File: src/rtl/bcd2bin_seq_if.sv
// Handshake bundle between the BCD digit source and the BCD-to-binary converter.
// master: drives start/bcd_in and observes results; slave: the converter.
interface bcd2bin_seq_if #(
  parameter int N  = 2,
  parameter int BW = 7
);
  logic           start;
  logic [4*N-1:0] bcd_in;
  logic           ready;
  logic           done_tick;
  logic [BW-1:0]  bin;
  logic           err;

  modport master (
    output start, bcd_in,
    input  ready, done_tick, bin, err
  );

  modport slave (
    input  start, bcd_in,
    output ready, done_tick, bin, err
  );
endinterface

File: src/rtl/bcd2bin_seq.sv
// Sequential N-digit BCD-to-binary converter (reverse double-dabble).
// Ports: clk, reset (sync, active-low), bus (start/bcd_in in; ready/done_tick/bin/err out).
module bcd2bin_seq #(
  parameter int N  = 2,
  parameter int BW = 7
) (
  input  logic         clk,
  input  logic         reset,
  bcd2bin_seq_if.slave bus
);

  localparam int CW = $clog2(BW + 1);

  typedef enum logic [1:0] {
    S_IDLE,
    S_OP,
    S_DONE
  } state_t;

  state_t         r_state, w_state;
  logic [4*N-1:0] r_bcd, w_bcd, w_sh_bcd;
  logic [BW-1:0]  r_acc, w_acc, w_sh_acc;
  logic [BW-1:0]  r_bin, w_bin;
  logic [CW-1:0]  r_n, w_n;
  logic           r_errn, w_errn;
  logic           r_err, w_err;
  logic           r_done, w_done;
  logic           w_bad;

  // Any non-decimal digit on the input.
  always_comb begin
    w_bad = 1'b0;
    for (int i = 0; i < N; i++) begin
      if (bus.bcd_in[4*i +: 4] > 4'd9) w_bad = 1'b1;
    end
  end

  // One iteration: shift right, then take 3 off every digit >= 8.
  always_comb begin
    {w_sh_bcd, w_sh_acc} = {r_bcd, r_acc} >> 1;
    for (int i = 0; i < N; i++) begin
      if (w_sh_bcd[4*i+3])
        w_sh_bcd[4*i +: 4] = w_sh_bcd[4*i +: 4] - 4'd3;
    end
  end

  always_comb begin
    w_state = r_state;
    w_bcd   = r_bcd;
    w_acc   = r_acc;
    w_n     = r_n;
    w_errn  = r_errn;
    w_bin   = r_bin;
    w_err   = r_err;
    w_done  = 1'b0;
    unique case (r_state)
      S_IDLE: begin
        if (bus.start) begin
          w_acc  = '0;
          w_errn = 1'b0;
          if (w_bad) begin
            w_errn  = 1'b1;
            w_state = S_DONE;
          end else begin
            w_bcd   = bus.bcd_in;
            w_n     = CW'(BW);
            w_state = S_OP;
          end
        end
      end
      S_OP: begin
        w_bcd = w_sh_bcd;
        w_acc = w_sh_acc;
        w_n   = r_n - CW'(1);
        if (r_n == CW'(1)) w_state = S_DONE;
      end
      S_DONE: begin
        w_done  = 1'b1;
        w_bin   = r_acc;
        w_err   = r_errn;
        w_state = S_IDLE;
      end
      default: w_state = S_IDLE;
    endcase
  end

  always_ff @(posedge clk) begin
    if (!reset) begin
      r_state <= S_IDLE;
      r_bcd   <= '0;
      r_acc   <= '0;
      r_n     <= '0;
      r_errn  <= 1'b0;
      r_bin   <= '0;
      r_err   <= 1'b0;
      r_done  <= 1'b0;
    end else begin
      r_state <= w_state;
      r_bcd   <= w_bcd;
      r_acc   <= w_acc;
      r_n     <= w_n;
      r_errn  <= w_errn;
      r_bin   <= w_bin;
      r_err   <= w_err;
      r_done  <= w_done;
    end
  end

  // All BCD weight must have migrated into the accumulator.
  a_bcd_drained: assert property (
    @(posedge clk) disable iff (!reset)
    (r_state == S_OP && r_n == CW'(1)) |=> (r_bcd == '0)
  );

  assign bus.ready     = (r_state == S_IDLE);
  assign bus.done_tick = r_done;
  assign bus.bin       = r_bin;
  assign bus.err       = r_err;

endmodule

File: src/flat_wrapper.sv
// flat-port wrapper written by rule: the top's interface ports become plain ports
module bcd2bin_seq_flat 
#(
  parameter int N  = 2,
  parameter int BW = 7
)
  (clk, reset, bus_start, bus_bcd_in, bus_ready, bus_done_tick, bus_bin, bus_err);
  bcd2bin_seq_if #(.N(N), .BW(BW)) bus_i ();
  input  logic clk;
  input  logic reset;
  input wire logic [$bits(bus_i.start)-1:0] bus_start;
  input wire logic [$bits(bus_i.bcd_in)-1:0] bus_bcd_in;
  output wire logic [$bits(bus_i.ready)-1:0] bus_ready;
  output wire logic [$bits(bus_i.done_tick)-1:0] bus_done_tick;
  output wire logic [$bits(bus_i.bin)-1:0] bus_bin;
  output wire logic [$bits(bus_i.err)-1:0] bus_err;
  assign bus_i.start = bus_start;
  assign bus_i.bcd_in = bus_bcd_in;
  assign bus_ready = bus_i.ready;
  assign bus_done_tick = bus_i.done_tick;
  assign bus_bin = bus_i.bin;
  assign bus_err = bus_i.err;
  bcd2bin_seq #(.N(N), .BW(BW)) u_core (.clk(clk), .reset(reset), .bus(bus_i));
endmodule
File: config.mk
export PLATFORM = sky130hd
export DESIGN_NAME = bcd2bin_seq_flat
export DESIGN_NICKNAME = d
export VERILOG_FILES = /design/src/rtl/bcd2bin_seq_if.sv /design/src/rtl/bcd2bin_seq.sv /design/src/flat_wrapper.sv
export SDC_FILE = /design/constraint.sdc
export NUM_CORES = 1
export LEC_CHECK = 0
export BUFFER_PORTS_ARGS = -buffer_cell sky130_fd_sc_hd__buf_2
export CORE_MARGIN = 1
export CORE_UTILIZATION = 35
export CTS_CLUSTER_DIAMETER = 150
export DETAILED_ROUTE_END_ITERATION = 6
export PLACE_DENSITY = 0.59
export SLEW_MARGIN = 20
export SYNTH_ARGS = -nofsm -noshare
export SYNTH_HDL_FRONTEND = slang
export SYNTH_SLANG_ARGS = --single-unit
export TNS_END_PERCENT = 100
File: constraint.sdc
create_clock -name clk -period 1.2 [get_ports clk]
set_input_delay 0.24 -clock clk [delete_from_list [all_inputs] [get_ports clk]]
set_output_delay 0.24 -clock clk [all_outputs]
set_load 0.1 [all_outputs]
==> reports/summary.txt <==
Number of warnings issued by yosys - 0
Number of nets produced by synthesis - 161
Routed wire length - 3.67 mm
TritonCTS buffer count - 5
Fraction of synthesized cell area taken by the top area cell type - 46.1%
Layout area overhead - 67.0%
CTS Root Cell - sky130_fd_sc_hd__clkbuf_8
Reported leakage power - 0.846 nW
Via count - 1313
Mapped Cells - 147
Maximum vdd ir drop - 794 µV
Startpoint type of the worst setup path - flip-flop
Hold Fails Final Rpt - 0
Design area - 2170 µm²
Beginning of the worst register-to-register path - u_core.r_bcd[1]
Fraction of power consumed by the clock network - 41.3%
Instance count after placement with tap cells included - 229
Accumulated negative setup slack - -655 ps
Count of unique library cells instantiated by Yosys - 34
Critical-path cell with the highest stage delay - sky130_fd_sc_hd__a2111o_1
Largest stage delay on the critical path - 380 ps
Final-stage net count - 214
Final critical-path required period - 1360 ps
Y dimension of the die - 63.0 µm
Part of the total power dissipated in combinational logic - 23.0%
Number of pins exceeding their max-slew limit in the final report - 0
Proportion of total power due to net switching - 25.8%
Type of the worst min-delay path - in2reg
Net load switching power - 794 µW
Finish-stage setup viols - 10
Total of flip-flops plus latches after synthesis - 30
Average size of a mapped cell - 8.86 µm²
Final worst-path cycle share - 113%
Share of the yosys chip area belonging to registers - 46.1%
Relative contribution of sequential cells to total power - 35.7%
Setup repair after global routing missed its margin - true
Start point of the worst min-delay path - bus_bcd_in[0]
Detailed-route wire length per cell - 14.9 µm
Prevailing post-synth register cell - sky130_fd_sc_hd__dfxtp_1
Number of iterations in the first detailed-routing pass - 4
Most frequent cell after synthesis - sky130_fd_sc_hd__dfxtp_1
Number of antenna repair diodes - 0
Global placer's final weighted congestion - 0.773
Post-Place Cell Area - 1790 µm²
EDFF count, synth - 0
Pin count of the biggest net entering global routing - 31
CTS tree - yes
Worst Clk Skew - 2.49 ps
Register clock-pin slew on the reported worst setup and hold paths - 60 ps
Critical Path, Cell by Cell - ha_1 -> and2b_1 -> xnor2_1 -> a2111o_1 -> a21oi_2
Std-Cell Rows - 21
Number of antenna violations at the first check in global routing - 0
Critical Path AT - 1570 ps
Violations in the final reports - negative setup slack
Die extent in x - 63.0 µm
Worst max-slew margin expressed relative to the limit - 79.9%
Maximum clock insertion buffer count - 2
WHS - 319 ps
Commonest cells in the netlist - sky130_fd_sc_hd__dfxtp_1, sky130_fd_sc_hd__a21oi_1, sky130_fd_sc_hd__nand2_1
Synth top area cells - sky130_fd_sc_hd__dfxtp_1, sky130_fd_sc_hd__a21oi_1, sky130_fd_sc_hd__nand2_1, sky130_fd_sc_hd__a22oi_1, sky130_fd_sc_hd__nor2_1
Share of flip-flops with an asynchronous set or reset after synthesis - 0%
# Max-Cap Violations - 0
Gr ovfl total - 0
Detailed-placement wirelength estimate - 2.22 mm
Post-cts hold buffer count - 0
Final worst slack - -158 ps
Mean number of vias per cell - 5.32
First-pass GRT wire length - 5.51 mm
Power after layout - 3.08 mW
Iteration-0 DRC Markers - 58
Internal Power - 2.28 mW
Kind of capture point of the worst setup path - flip-flop
Io pins - 21
Synth area leader - sky130_fd_sc_hd__dfxtp_1
Full die area - 3970 µm²
Total global-route track usage - 18.1%
Fraction of final layout cells with drive strength greater than 1 - 47.3%
Slew at the pin closest to its max-slew limit - 300 ps
Post-detailed-route DRC marker count - 0
Critical path class - reg2reg
Initial core utilization - 37.8%
Cell Count, Final, Fillers Out - 247
Power density normalized to cell area - 1410 nW/µm²
Antenna violation net count after detailed routing - 0
Critical path origin - u_core.r_bcd[1]
Result of the run - finished, violations left
Combined area of all synthesized cells - 1300 µm²
Worst path required time - 1410 ps
Largest fanout of any net on the critical path - 2
# H-tree levels - 2
Number of global-route vias before repair - 1248
Port Buffer Count - 20
Top achievable clock speed - 736 MHz
Core Footprint - 3440 µm²
Clock latency on the worst-skew pair - 280 ps
Clock Sink Count - 30
## layout by cell type (no fill, tap or decap), types with 3 or more instances in the layout
master and count:
sky130_fd_sc_hd__a21oi_1 19, sky130_fd_sc_hd__a22oi_1 7, sky130_fd_sc_hd__buf_12 12, sky130_fd_sc_hd__buf_2 10
sky130_fd_sc_hd__buf_4 23, sky130_fd_sc_hd__buf_6 7, sky130_fd_sc_hd__clkbuf_8 6, sky130_fd_sc_hd__dfxtp_1 18
sky130_fd_sc_hd__dfxtp_2 10, sky130_fd_sc_hd__ha_1 3, sky130_fd_sc_hd__inv_1 6, sky130_fd_sc_hd__mux2i_4 3
sky130_fd_sc_hd__nand2_1 19, sky130_fd_sc_hd__nor2_1 10, sky130_fd_sc_hd__nor2_4 4, sky130_fd_sc_hd__o21ai_1 3
## power by group through the flow
| stage | logic, mW | registers (mW) | clock network (mW) |
|---|---|---|---|
| 2_1_floorplan | 0.294 | 1.13 | 0 |
| 3_3_place_gp | 0.520 | 1.11 | 0 |
| 3_5_place_dp | 0.536 | 1.11 | 0 |
| 4_1_cts | 0.588 | 1.09 | 1.29 |
| 5_1_grt | 0.751 | 1.10 | 1.33 |
| 6_report | 0.708 | 1.10 | 1.27 |
## stage by stage
stage / setup WS (ps) / util [%]
2_1_floorplan: -346 / -
3_3_place_gp: -128 / 52.1
3_5_place_dp: -190 / 52.1
4_1_cts: -170 / 58.5
5_1_grt: -204 / 63.2
6_report: -158 / 63.2
## logic make-up after synthesis
kind of cell,share of synthesized area [%]
xor+xnor,1.35
mux,3.17
simple gates,14.5
flops,46.1
compound gates,26.8
buf+inv,5.19
fa+ha+maj,2.88
## per-layer routing
metal	GRT usage, %	share of wire, %	wire, µm
met1	20.8	42	1550
met2	30.9	52	1910
met3	4.93	4.0	145
met4	8.14	1.6	58
met5	0	0	0
## worst paths after layout
path	endpoint	slack (ps)	cells past startpoint
worst min register to register	u_core.bus.bin[0]	450	2
worst min-delay path	u_core.r_bcd[0]	320	3
worst max register to register	u_core.r_bcd[2]	-160	5
worst max-delay path	u_core.r_bcd[2]	-160	5
## layout make-up
| cell class | count | area, µm² |
|---|---|---|
| clock buffers | 6 | 82.6 |
| well taps | 46 | 57.6 |
| clock inverters | 2 | 60.1 |
| repair buffers | 53 | 567 |
| multi-input cells | 104 | 764 |
| flip-flops and latches | 30 | 621 |
| inverters | 6 | 22.5 |
| fillers | 275 | 1270 |
## registers in the layout, summed over array words and instances, names as in the netlist
name	cells
u_core.r_n	3
u_core.r_errn	1
u_core.r_bcd	8
u_core.r_acc	7
u_core.r_state	2
u_core.bus.done_tick	1
u_core.bus.bin	7
u_core.bus.err	1
## worst max-delay path, delay by kind of cell (launching register included)
kind / cells / cell delay, ps
AOI/OAI and AO/OA: 2 / 510
xor gates and xnor gates: 1 / 120
adders and majority gates: 1 / 140
DFF: 1 / 330
and+or+nand+nor: 1 / 190
## timing repair
action,in CTS,in global routing
setup endpoints to repair,9,20
pin swaps,8,7
hold endpoints to repair,0,0
gates cloned,0,2
gates resized for setup,16,20
setup buffers,4,5
(Power assumes the default switching activity.)
